File: config.mk
export PLATFORM = sky130hd
export DESIGN_NAME = alu_arbiter_flat
export DESIGN_NICKNAME = d
export VERILOG_FILES = /design/src/rtl/alu_arbiter_if.sv /design/src/rtl/alu_arbiter.sv /design/src/flat_wrapper.sv
export SDC_FILE = /design/constraint.sdc
export NUM_CORES = 1
export LEC_CHECK = 0
export CELL_PAD_IN_SITES_DETAIL_PLACEMENT = 1
export CELL_PAD_IN_SITES_GLOBAL_PLACEMENT = 1
export CORE_AREA = 2 2 105 107
export CTS_CLUSTER_SIZE = 24
export DETAILED_ROUTE_END_ITERATION = 8
export DIE_AREA = 0 0 107 109
export PLACE_DENSITY_LB_ADDON = 0.2
export SETUP_SLACK_MARGIN = 0.02
export SLEW_MARGIN = 15
export SYNTH_ARGS = -nofsm -noshare
export SYNTH_HDL_FRONTEND = slang
export SYNTH_SLANG_ARGS = --single-unit
File: constraint.sdc
create_clock -name clk -period 2.1 [get_ports clk]
set_input_delay 0.315 -clock clk [delete_from_list [all_inputs] [get_ports clk]]
set_output_delay 0.315 -clock clk [all_outputs]
set_load 0.02 [all_outputs]
File: src/rtl/alu_arbiter_if.sv
// Bundle of the two requester ports and the ALU/control-unit port of alu_arbiter.
// slave is the arbiter's view; master is the view of the clients and ALU that drive it.
interface alu_arbiter_if;
  logic        req0;
  logic        req1;
  logic [1:0]  opcode0;
  logic [1:0]  opcode1;
  logic [7:0]  a0;
  logic [7:0]  b0;
  logic [7:0]  a1;
  logic [7:0]  b1;
  logic [15:0] alu_result;
  logic        alu_done;

  logic        alu_begin_op;
  logic [1:0]  alu_opcode;
  logic [7:0]  alu_a;
  logic [7:0]  alu_b;
  logic        gnt0;
  logic        gnt1;
  logic        done0;
  logic        done1;
  logic [15:0] result0;
  logic [15:0] result1;
  logic        err0;
  logic        err1;
  logic        busy;

  modport slave (
    input  req0, req1, opcode0, opcode1, a0, b0, a1, b1, alu_result, alu_done,
    output alu_begin_op, alu_opcode, alu_a, alu_b, gnt0, gnt1, done0, done1,
           result0, result1, err0, err1, busy
  );

  modport master (
    output req0, req1, opcode0, opcode1, a0, b0, a1, b1, alu_result, alu_done,
    input  alu_begin_op, alu_opcode, alu_a, alu_b, gnt0, gnt1, done0, done1,
           result0, result1, err0, err1, busy
  );
endinterface

File: src/rtl/alu_arbiter.sv
// Round-robin two-client arbiter and sequencer for the shared 8-bit ALU.
// States: IDLE arbitrate | ISSUE begin strobe | WAIT latency/alu_done/timeout | RESP done pulse.
module alu_arbiter #(
  parameter int ADDSUB_LAT = 1,
  parameter int TIMEOUT    = 64
) (
  input  logic         clk,
  input  logic         reset,
  alu_arbiter_if.slave bus
);

  localparam int MAX_LAT = (TIMEOUT > ADDSUB_LAT) ? TIMEOUT : ADDSUB_LAT;
  localparam int CW      = $clog2(MAX_LAT + 1);
  localparam logic [CW-1:0] ADD_LAST = CW'(ADDSUB_LAT - 1);
  localparam logic [CW-1:0] TO_LAST  = CW'(TIMEOUT - 1);

  typedef enum logic [1:0] {S_IDLE, S_ISSUE, S_WAIT, S_RESP} state_t;

  state_t        r_state;
  logic [CW-1:0] r_cnt;
  logic          r_lp;
  logic          r_sel;
  logic          r_begin;
  logic [1:0]    r_op;
  logic [7:0]    r_a;
  logic [7:0]    r_b;
  logic          r_gnt0;
  logic          r_gnt1;
  logic          r_done0;
  logic          r_done1;
  logic [15:0]   r_res0;
  logic [15:0]   r_res1;
  logic          r_err0;
  logic          r_err1;
  logic          r_busy;

  logic w_any;
  logic w_win;
  logic w_complete;
  logic w_timeout;

  // On a tie the requester that was not served last (r_lp) wins.
  assign w_any      = bus.req0 | bus.req1;
  assign w_win      = (bus.req0 & bus.req1) ? ~r_lp : bus.req1;
  assign w_complete = r_op[1] ? bus.alu_done : (r_cnt == ADD_LAST);
  assign w_timeout  = r_op[1] & ~bus.alu_done & (r_cnt == TO_LAST);

  always_ff @(posedge clk or negedge reset) begin
    if (!reset) begin
      r_state <= S_IDLE;
      r_cnt   <= '0;
      r_lp    <= 1'b1;
      r_sel   <= 1'b0;
      r_begin <= 1'b0;
      r_op    <= 2'b00;
      r_a     <= 8'h00;
      r_b     <= 8'h00;
      r_gnt0  <= 1'b0;
      r_gnt1  <= 1'b0;
      r_done0 <= 1'b0;
      r_done1 <= 1'b0;
      r_res0  <= 16'h0000;
      r_res1  <= 16'h0000;
      r_err0  <= 1'b0;
      r_err1  <= 1'b0;
      r_busy  <= 1'b0;
    end else begin
      r_begin <= 1'b0;
      r_done0 <= 1'b0;
      r_done1 <= 1'b0;
      case (r_state)
        S_IDLE: begin
          if (w_any) begin
            r_sel   <= w_win;
            r_op    <= w_win ? bus.opcode1 : bus.opcode0;
            r_a     <= w_win ? bus.a1 : bus.a0;
            r_b     <= w_win ? bus.b1 : bus.b0;
            r_gnt0  <= ~w_win;
            r_gnt1  <= w_win;
            r_begin <= 1'b1;
            r_busy  <= 1'b1;
            r_state <= S_ISSUE;
          end
        end
        S_ISSUE: begin
          r_cnt   <= '0;
          r_state <= S_WAIT;
        end
        S_WAIT: begin
          // Exit always happens at or before TIMEOUT-1, so the counter never wraps.
          r_cnt <= r_cnt + 1'b1;
          if (w_complete) begin
            r_state <= S_RESP;
            if (r_sel) begin
              r_done1 <= 1'b1;
              r_res1  <= bus.alu_result;
              r_err1  <= 1'b0;
            end else begin
              r_done0 <= 1'b1;
              r_res0  <= bus.alu_result;
              r_err0  <= 1'b0;
            end
          end else if (w_timeout) begin
            r_state <= S_RESP;
            if (r_sel) begin
              r_done1 <= 1'b1;
              r_err1  <= 1'b1;
            end else begin
              r_done0 <= 1'b1;
              r_err0  <= 1'b1;
            end
          end
        end
        S_RESP: begin
          r_lp    <= r_sel;
          r_gnt0  <= 1'b0;
          r_gnt1  <= 1'b0;
          r_busy  <= 1'b0;
          r_state <= S_IDLE;
        end
        default: r_state <= S_IDLE;
      endcase
    end
  end

  assign bus.alu_begin_op = r_begin;
  assign bus.alu_opcode   = r_op;
  assign bus.alu_a        = r_a;
  assign bus.alu_b        = r_b;
  assign bus.gnt0         = r_gnt0;
  assign bus.gnt1         = r_gnt1;
  assign bus.done0        = r_done0;
  assign bus.done1        = r_done1;
  assign bus.result0      = r_res0;
  assign bus.result1      = r_res1;
  assign bus.err0         = r_err0;
  assign bus.err1         = r_err1;
  assign bus.busy         = r_busy;

endmodule
File: src/flat_wrapper.sv
// flat-port wrapper written by rule: the top's interface ports become plain ports
module alu_arbiter_flat 
#(
  parameter int ADDSUB_LAT = 1,
  parameter int TIMEOUT    = 64
)
  (clk, reset, bus_req0, bus_req1, bus_opcode0, bus_opcode1, bus_a0, bus_b0, bus_a1, bus_b1, bus_alu_result, bus_alu_done, bus_alu_begin_op, bus_alu_opcode, bus_alu_a, bus_alu_b, bus_gnt0, bus_gnt1, bus_done0, bus_done1, bus_result0, bus_result1, bus_err0, bus_err1, bus_busy);
  alu_arbiter_if bus_i ();
  input  logic clk;
  input  logic reset;
  input wire logic [$bits(bus_i.req0)-1:0] bus_req0;
  input wire logic [$bits(bus_i.req1)-1:0] bus_req1;
  input wire logic [$bits(bus_i.opcode0)-1:0] bus_opcode0;
  input wire logic [$bits(bus_i.opcode1)-1:0] bus_opcode1;
  input wire logic [$bits(bus_i.a0)-1:0] bus_a0;
  input wire logic [$bits(bus_i.b0)-1:0] bus_b0;
  input wire logic [$bits(bus_i.a1)-1:0] bus_a1;
  input wire logic [$bits(bus_i.b1)-1:0] bus_b1;
  input wire logic [$bits(bus_i.alu_result)-1:0] bus_alu_result;
  input wire logic [$bits(bus_i.alu_done)-1:0] bus_alu_done;
  output wire logic [$bits(bus_i.alu_begin_op)-1:0] bus_alu_begin_op;
  output wire logic [$bits(bus_i.alu_opcode)-1:0] bus_alu_opcode;
  output wire logic [$bits(bus_i.alu_a)-1:0] bus_alu_a;
  output wire logic [$bits(bus_i.alu_b)-1:0] bus_alu_b;
  output wire logic [$bits(bus_i.gnt0)-1:0] bus_gnt0;
  output wire logic [$bits(bus_i.gnt1)-1:0] bus_gnt1;
  output wire logic [$bits(bus_i.done0)-1:0] bus_done0;
  output wire logic [$bits(bus_i.done1)-1:0] bus_done1;
  output wire logic [$bits(bus_i.result0)-1:0] bus_result0;
  output wire logic [$bits(bus_i.result1)-1:0] bus_result1;
  output wire logic [$bits(bus_i.err0)-1:0] bus_err0;
  output wire logic [$bits(bus_i.err1)-1:0] bus_err1;
  output wire logic [$bits(bus_i.busy)-1:0] bus_busy;
  assign bus_i.req0 = bus_req0;
  assign bus_i.req1 = bus_req1;
  assign bus_i.opcode0 = bus_opcode0;
  assign bus_i.opcode1 = bus_opcode1;
  assign bus_i.a0 = bus_a0;
  assign bus_i.b0 = bus_b0;
  assign bus_i.a1 = bus_a1;
  assign bus_i.b1 = bus_b1;
  assign bus_i.alu_result = bus_alu_result;
  assign bus_i.alu_done = bus_alu_done;
  assign bus_alu_begin_op = bus_i.alu_begin_op;
  assign bus_alu_opcode = bus_i.alu_opcode;
  assign bus_alu_a = bus_i.alu_a;
  assign bus_alu_b = bus_i.alu_b;
  assign bus_gnt0 = bus_i.gnt0;
  assign bus_gnt1 = bus_i.gnt1;
  assign bus_done0 = bus_i.done0;
  assign bus_done1 = bus_i.done1;
  assign bus_result0 = bus_i.result0;
  assign bus_result1 = bus_i.result1;
  assign bus_err0 = bus_i.err0;
  assign bus_err1 = bus_i.err1;
  assign bus_busy = bus_i.busy;
  alu_arbiter #(.ADDSUB_LAT(ADDSUB_LAT), .TIMEOUT(TIMEOUT)) u_core (.clk(clk), .reset(reset), .bus(bus_i));
endmodule
**Word level (Yosys, flattened, before mapping)**

Cells that the tools add are included.

- Add/subtract/negate cells: 1
- Eq/ne operators: 6
- Mux-type cells: 34
- Bitwise logic cells: 8
- Reductions and logical operators: 12

Operator list:

| operator | count |
|---|---|
| 2-to-1 mux 1 bit | 23 |
| 2-to-1 mux 8 bit | 2 |
| one-hot mux 7 bit (2 select lines) | 1 |
| AND reduction 3 bit | 4 |
| 2-to-1 mux 2 bit | 4 |
| one-hot mux 2 bit (4 select lines) | 1 |
| adder 7 x 1 -> 7 bit, second input constant | 1 |
| == test 7 x 6 -> 1 bit, second input constant | 1 |
| logical NOT 7 bit | 1 |
| one-hot mux 1 bit (2 select lines) | 3 |
| AND reduction 2 bit | 3 |
| nonzero test 2 bit | 3 |
| == test 2 bit, second input constant | 2 |
| NOT 1 bit | 4 |
| bitwise AND 1 bit | 3 |
| != test 3 x 1 -> 1 bit, second input constant | 1 |
| == test 2 x 1 -> 1 bit, second input constant | 1 |
| logical NOT 2 bit | 1 |
| != test 2 x 1 -> 1 bit, second input constant | 1 |
| OR 1 bit | 1 |

- Bits in registers: 69
- Output and inout bits: 58

**Logic depth before layout (Yosys ltp)**

Gate-level depths: netlist of the first run.

- Word-level depth: 6
- Gate-level depth with buffers: 8

**Worst setup path before layout of the first run**

Ideal clock, no wire load.

- Path kind: register -> register
- Start point: register u_core.r_state[0]
- End point: register u_core.r_res1[1] (netlist: u_core.bus.result1[1])
- Arrival: 1.734 ns
- Required time: 1.975 ns
- Slack: 0.240 ns
- Cell stages (with the launch flop): 9
- Buffers on the path: 3
- Clock period less this slack: 1.860 ns
- Path through: dfrtp_1 > inv_1 > ha_1 > clkbuf_1 > nand2_1 > and2b_1 > buf_6 > buf_6 > mux2_4

- Cells in the longest elaborated chain, start to end: 2

Ends and longest elaborated chain:

| element | line | RTL |
|---|---|---|
| start: declaration | alu_arbiter.sv:19 | `state_t r_state;` |
| start signal: assignment | alu_arbiter.sv:50 | `r_state <= S_IDLE;` |
| start signal: assignment | alu_arbiter.sv:82 | `r_state <= S_ISSUE;` |
| start signal: assignment | alu_arbiter.sv:87 | `r_state <= S_WAIT;` |
| == test 2 bit | alu_arbiter.sv:71 | `case (r_state)` |
| AND reduction 3 bit (no source line) | -- |  |
| end signal: assignment | alu_arbiter.sv:96 | `r_res1 <= bus.alu_result;` |
| end: declaration | alu_arbiter.sv:32 | `logic [15:0] r_res1;` |

Every way passes these cells.
A chain may end at the register's enable or synchronous reset.

**Worst setup path in the final report of the first run**

- Start point: register u_core.r_cnt[5]
- End point: register u_core.r_res1[15] (netlist: u_core.bus.result1[15])

- Cells in the longest elaborated chain, start to end: 3

Ends and longest elaborated chain:

| element | line | RTL |
|---|---|---|
| start: declaration | alu_arbiter.sv:20 | `logic [CW-1:0] r_cnt;` |
| start signal: assignment | alu_arbiter.sv:91 | `r_cnt <= r_cnt + 1'b1;` |
| logical NOT 7 bit | alu_arbiter.sv:45 | `assign w_complete = r_op[1] ? bus.alu_done : (r_cnt == ADD_LAST);` |
| 2-to-1 mux 1 bit | alu_arbiter.sv:45 |  |
| AND reduction 3 bit (no source line) | -- |  |

Every way passes these cells.

==> metrics.md, run 1 <==
| Metric | Value |
|---|---|
| Total Power | 7.38 mW |
| GPL Wtd Cong | 0.755 |
| ANT nets after route | 0 |
| Yosys warnings | 0 |
| Row count | 38 |
| Port bufs | 114 |
| Final #Nets | 435 |
| Global routing's busiest layer | met2 |
| EDFF count, synth | 0 |
| Io pins | 115 |
| Via count | 2,340 |
| Clock latency on the worst-skew pair | 0.34 ns |
| Finished Cell Area | 4750 µm² |
| TritonRoute pass-1 iters | 4 |
| Ranking of synthesized cells by area | dfrtp_1 (55%), mux2_4 (8.7%), mux2i_1 (6.4%) |
| Clk_skew | 0.00931 ns |
| Hold Crit Class | reg2reg |
| Worst-path clk slew | 0.08 ns |
| Reg2reg start | u_core.r_cnt[5]$_DFFE_PN0P_ |
| Ys flop type | dfrtp_1 |
| Root Buffer | clkbuf_8 |
| Global-route wire length before repair | 12,000 µm |
| Inserted Clock Buffers | 9 |
| Antenna Diode Count | 0 |
| Net Count, Synth | 313 |
| Most frequent cells in the layout | clkdlybuf4s50_1 (113), dfrtp_1 (68), nand2_1 (23), mux2i_1 (20) |
| Post-synth cell types | 39 |
| Leakage | 2.08 nW |
| Area delta synth->final | 53.0% |
| Clock Sinks | 69 |
| Post-route clock period utilization | 89.8% |
| Vias per inst | 4.53 |
| GR Util met1 | 16.9% |
| Seq/Total Area, Yosys | 55.6% |
| Post-placement cell area | 4470 µm² |
| Die width | 107 µm |
| Die height | 109 µm |
| Outcome | complete, no violations |
| CP Max Fanout | 17 |
| Hold path depth | 1 |
| Req. time, crit path | 2.31 ns |
| Avg Inst Size Synth | 12.4 µm² |
| Overall Global Routing Usage | 13.2% |
| Initial antenna violation count | 0 |
| Share of cells above drive strength 1 | 12.7% |
| Synth area leader | dfrtp_1 |
| Pins Over Slew Limit | 0 |
| Largest net degree at the start of global routing | 70 |
| PwrDens | 1550 nW/µm² |
| Core area | 10,600 µm² |
| R2R cell count | 5 |
| Reg2reg setup slack | 0.22 ns |
| Unrepaired setup endpoints after global routing | false |
| Starting density of the core | 29.3% |
| Crit path time final | 1.88 ns |
| Reg-to-reg critical path endpoint | u_core.bus.result1[15]$_DFFE_PN0P_ |
| Max VDD drop | 0.598 mV |
| Critical path arrival | 2.10 ns |
| Final Hold Fails | 0 |
| CTS HTree Levels | 3 |
| Iteration-0 DRC Markers | 80 |
| DP HPWL | 5400 µm |
| Die area | 11,700 µm² |
| DRC Markers | 0 |
| Syn Inst Count | 250 |
| WL/cell | 14.5 µm |
| CP Class | reg2reg |
| Vias in the first global route | 2,369 |
| Setup crit start kind | register |
| Mapped cell area | 3110 µm² |
| FFs w/ async S/R, synth | 100% |
| CTS tree | yes |
| Worst hold endpoint | u_core.bus.result1[13]$_DFFE_PN0P_ |
| Slew headroom | 74.8% |
| Met3 GRT Util | 4.36% |
| CP endpoint kind | register |
| Worst hold start | u_core.bus.result1[13]$_DFFE_PN0P_ |
| Final WL | 7490 µm |
| GRT met2 Usage | 20.7% |
| Clk buf depth | 2 |
| Max Clk Rate | 531 MHz |
| Sum of negative setup slack | 0 ns |
| Yosys reg bits | 69 |
| Commonest non-fill, non-tap cell in the layout | clkdlybuf4s50_1 |
| Post-synth top area share | 54.8% |
| Setup Viol. Count Final | 0 |
| Max-cap violations | 0 |
| Grt total ovfl | 0 |
| Slew @ Worst Pin | 0.377 ns |
==> cell usage after synthesis, types with 5 or more instances <==
master,count
dfrtp_1,68
nand2_1,23
mux2i_1,20
o21ai_1,19
mux2_4,18
mux2_1,15
inv_1,11
a21oi_1,8
o21ai_0,8
clkbuf_1,6
ha_1,6
nor2_1,5
==> worst max-delay path: stages (launching register included) <==
cell	delay, ns
dfrtp_1	0.46
nor4_4	0.35
a32o_1	0.24
and2b_1	0.17
buf_12	0.17
mux2_1	0.34
==> cell families (layout without fill, tap and decap cells) <==
group                      Yosys count  after routing  share of synthesized area [%]
DFF                                 69             69                           55.6
AOI/OAI and AO/OA                   46             46                           8.49
adders and majority gates            6              6                           2.42
buffers and inverters               23            150                           3.78
xor gates and xnor gates             1              1                          0.282
muxes                               54             54                           20.9
and+or+nand+nor                     51             51                           8.50
==> worst max-delay path by stage <==
stage / from / to / slack [ns] / cells after the start
after floorplan: u_core.r_state[0]$_DFFE_PN0P_ / u_core.bus.result1[1]$_DFFE_PN0P_ / 0.24 / 8
after global placement: bus_req0 / u_core.r_state[1]$_DFFE_PN0P_ / 0.18 / 5
after detailed placement: bus_req0 / u_core.r_state[1]$_DFFE_PN0P_ / 0.12 / 5
after CTS: u_core.r_cnt[5]$_DFFE_PN0P_ / u_core.bus.result1[15]$_DFFE_PN0P_ / 0.20 / 5
after global routing: u_core.r_cnt[5]$_DFFE_PN0P_ / u_core.bus.result1[15]$_DFFE_PN0P_ / 0.10 / 5
final: u_core.r_cnt[5]$_DFFE_PN0P_ / u_core.bus.result1[15]$_DFFE_PN0P_ / 0.22 / 5
==> where the power goes <==
part / switching (mW) / leakage [nW] / internal (mW)
Combinational: 1.72 / 1.10 / 1.90
Sequential: 0.364 / 0.850 / 1.94
Clock: 0.505 / 0.136 / 0.942
==> registers in the layout, summed over array words and instances, names as in the netlist, 2 cells and up <==
signal / flops
u_core.bus.alu_opcode: 2
u_core.r_cnt: 7
u_core.bus.alu_a: 8
u_core.bus.result1: 16
u_core.bus.alu_b: 8
u_core.bus.result0: 16
u_core.r_state: 2
==> repair_timing <==
| item | 4_1_cts | 5_1_grt |
|---|---|---|
| resized for setup | 0 | 0 |
| hold endpoints to repair | 0 | 8 |
| setup buffers | 0 | 0 |
| hold buffers | 0 | 1 |
==> cell type report <==
class / instances / area (µm²)
inverters: 11 / 41.3
clock buffers: 10 / 138
repair buffers: 123 / 1270
flip-flops and latches: 69 / 1730
fillers: 1127 / 5850
well taps: 140 / 175
clock inverters: 6 / 134
multi-input cells: 158 / 1270
==> metrics by stage <==
stage | util (%) | hold slack [ns] | std cells | setup slack (ns)
finish | 44.8 | 0.486 | 517 | 0.215
global route | 44.8 | 0.507 | 517 | 0.100
floorplan | - | 0.0194 | 250 | 0.240
global placement | 42.2 | 0.375 | 500 | 0.177
CTS | 44.7 | 0.0000740 | 516 | 0.204
detailed placement | 42.2 | 0.376 | 500 | 0.121
==> layer usage <==
| metal | wire length (µm) | up-vias |
|---|---|---|
| met5 | 0 | - |
| met4 | 65 | 0 |
| met3 | 638 | 7 |
| met2 | 3460 | 85 |
| met1 | 3330 | 1136 |
| li1 | - | 1112 |
No activity file was read; power rests on OpenSTA's default activity.
==> inputs of run 2 (changes only) <==
- GPL_TIMING_DRIVEN: not set -> 0
==> metrics.md, run 2 (synthesis results as in run 1) <==
| Metric | Value |
|---|---|
| WL/cell | 14.8 µm (+1.9%) |
| Area delta synth->final | 50.4% |
| Switching share of power | 37.1% (+2.0 points) |
| Clk_skew | 0.0132 ns (+0.00391 ns) |
| Worst-path clk slew | 0.08 ns (about the same) |
| Max-cap violations | 0 (unchanged) |
| Post-route clock period utilization | 93.2% (+3.5 points) |
| Initial antenna violation count | 0 (unchanged) |
| Antenna Diode Count | 0 (unchanged) |
| Root Buffer | clkbuf_8 |
| Pins Over Slew Limit | 0 (unchanged) |
| Grt total ovfl | 0 (unchanged) |
| Clock Power Share | 16.9% (-2.7 points) |
| Io pins | 115 (unchanged) |
| Overall Global Routing Usage | 13.6% (+0.46 points) |
| Commonest non-fill, non-tap cell in the layout | clkdlybuf4s50_1 |
| Via count | 2,334 (-0.26%) |
| CP max stage cell | dfrtp_2 |
| Crit-path most repeated cell | buf_6 |
| CTS tree | yes |
| DRC Markers | 0 (unchanged) |
| TritonRoute pass-1 iters | 4 (unchanged) |
| Final WL | 7670 µm (+2.4%) |
| Die width | 107 µm (unchanged) |
| Crit path time final | 1.96 ns (+0.0732 ns) |
| PwrDens | 1510 nW/µm² (-2.5%) |
| Worst slack at placement | -0.0432 ns (-0.164 ns) |
| Row count | 38 (unchanged) |
| DP HPWL | 5740 µm (+6.3%) |
| Reg power frac | 32.6% (+1.3 points) |
| Vias in the first global route | 2,465 (+4.1%) |
| Power Internal | 4.45 mW (-7.0%) |
| Final WS setup | 0.142 ns (-0.0732 ns) |
| Leakage | 2.03 nW (-2.4%) |
| CP Class | reg2reg |
| Die height | 109 µm (unchanged) |
| Post-layout util | 44.1% (-0.74 points) |
| Unrepaired setup endpoints after global routing | false |
| Max VDD drop | 0.497 mV (-17%) |
| Inserted Clock Buffers | 9 (unchanged) |
| Slowest Stage Delay on Critical Path | 0.46 ns (about the same) |
| Clk buf depth | 2 (unchanged) |
| Hold Crit Class | in2async |
| Global-route wire length before repair | 12,300 µm (+2.8%) |
| Largest net degree at the start of global routing | 53 (-24%) |
| Fill cells | 1,160 (+2.9%) |
| Clock Sinks | 69 (unchanged) |
| Crit path cell chain | nor4_4 -> a32o_1 -> and2b_1 -> buf_6 -> buf_6 -> mux2_4 |
| Final #Nets | 439 (+0.92%) |
| Share of cells above drive strength 1 | 12.6% (-0.10 points) |
| Starting density of the core | 29.3% (unchanged) |
| Outcome | complete, no violations |
| CP Max Fanout | 10 (-7) |
| Setup crit start kind | register |
| Vias per inst | 4.49 (-0.83%) |
| GPL Wtd Cong | 0.687 (-9.1%) |
| CTS HTree Levels | 3 (unchanged) |
| Switching power | 2.62 mW (+1.3%) |
| Req. time, crit path | 2.32 ns (about the same) |
| Die area | 11,700 µm² (unchanged) |
| Iteration-0 DRC Markers | 63 (-21%) |
| Power share of the combinational group | 50.5% (+1.4 points) |
| Setup Viol. Count Final | 0 (unchanged) |
| Critical path arrival | 2.18 ns (+0.08 ns) |
| Port bufs | 114 (unchanged) |
| Max Clk Rate | 511 MHz (-3.7%) |
| Most frequent cells in the layout | clkdlybuf4s50_1 (113), dfrtp_1 (66), nand2_1 (23), mux2i_1 (20), o21ai_1 (19) |
| Slew @ Worst Pin | 0.630 ns (+0.253 ns) |
| ANT nets after route | 0 (unchanged) |
| Slew headroom | 58.0% (-17 points) |
| Clock latency on the worst-skew pair | 0.34 ns (about the same) |
| Post-CTS Setup Bufs | 0 (unchanged) |
| Core area | 10,600 µm² (unchanged) |
| Total Power | 7.08 mW (-4.1%) |
| Final Hold Fails | 0 (unchanged) |
| CP endpoint kind | register |
run 2: layout make-up:
type / count / area (µm²) / share of cell area (%)
Clock inverter: 6 / 88.8 / 1.90
Buffer: 11 / 75.1 / 1.61
Tap cell: 140 / 175 / 3.75
Timing Repair Buffer: 116 / 1180 / 25.2
Sequential cell: 69 / 1730 / 37.0
Clock buffer: 9 / 124 / 2.65
Multi-Input combinational cell: 158 / 1260 / 27.1
Inverter: 11 / 41.3 / 0.883
run 2: worst paths after layout:
check | start | to | slack (ns) | cells after the start
worst max-delay path | u_core.r_cnt[5]$_DFFE_PN0P_ | u_core.bus.result1[6]$_DFFE_PN0P_ | 0.14 | 6
worst min-delay path | reset | u_core.bus.result0[12]$_DFFE_PN0P_ | 0.39 | 2
worst max register to register | u_core.r_cnt[5]$_DFFE_PN0P_ | u_core.bus.result1[6]$_DFFE_PN0P_ | 0.14 | 6
worst min register to register | u_core.bus.alu_a[5]$_DFFE_PN0P_ | u_core.bus.alu_a[5]$_DFFE_PN0P_ | 0.48 | 2
max in group asynchronous | reset | u_core.r_lp$_DFFE_PN1P_ | 1.10 | 3
min in group clk | u_core.bus.alu_a[5]$_DFFE_PN0P_ | u_core.bus.alu_a[5]$_DFFE_PN0P_ | 0.48 | 2
run 2: what timing repair did:
action,CTS,global route
setup endpoints to repair,9,28
hold buffers,1,0
hold endpoints to repair,17,0
resized for setup,0,7
run 2: routing by layer:
metal	share of wire, %	global-route usage (%)	wire [µm]	vias up
met3	7.1	5.20	541	6
met1	48	18.2	3690	1125
li1	-	-	-	1120
met5	0	0	0	-
met2	44	21.1	3400	83
met4	0.51	3.06	39	0
run 2: critical path, delay by kind of cell (launching register included):
family,cells,cell delay [ns]
multiplexers,1,0.31
AND/OR/NAND/NOR,2,0.49
buffers and inverters,2,0.33
AO/OA/AOI/OAI,1,0.25
flip-flops,1,0.46
run 2: metrics by stage:
stage	instances	area, µm²	setup TNS [ns]	hold WS, ns
3_5_place_dp	505	4450	-0.436	0.218
2_1_floorplan	250	3110	0	0.0194
6_report	520	4680	0	0.389
3_3_place_gp	504	4420	-125.14	0.462
5_1_grt	520	4680	0	0.401
4_1_cts	520	4670	0	0.384
run 2: power by group through the flow:
stage               combinational, mW  clock (mW)  sequential (mW)
floorplan                        1.36           0             2.95
global placement                 3.56           0             2.31
detailed placement               3.62           0             2.33
CTS                              3.64        1.24             2.32
global route                     3.85        1.30             2.39
finish                           3.58        1.20             2.30
==> inputs of run 3 (changes only) <==
- ABC_CLOCK_PERIOD_IN_PS: not set -> 2100
- CTS_CLUSTER_SIZE: 24 -> 14
==> results of run 3 <==
Same layout as run 2: the final DEF is identical, and so are final timing and power.
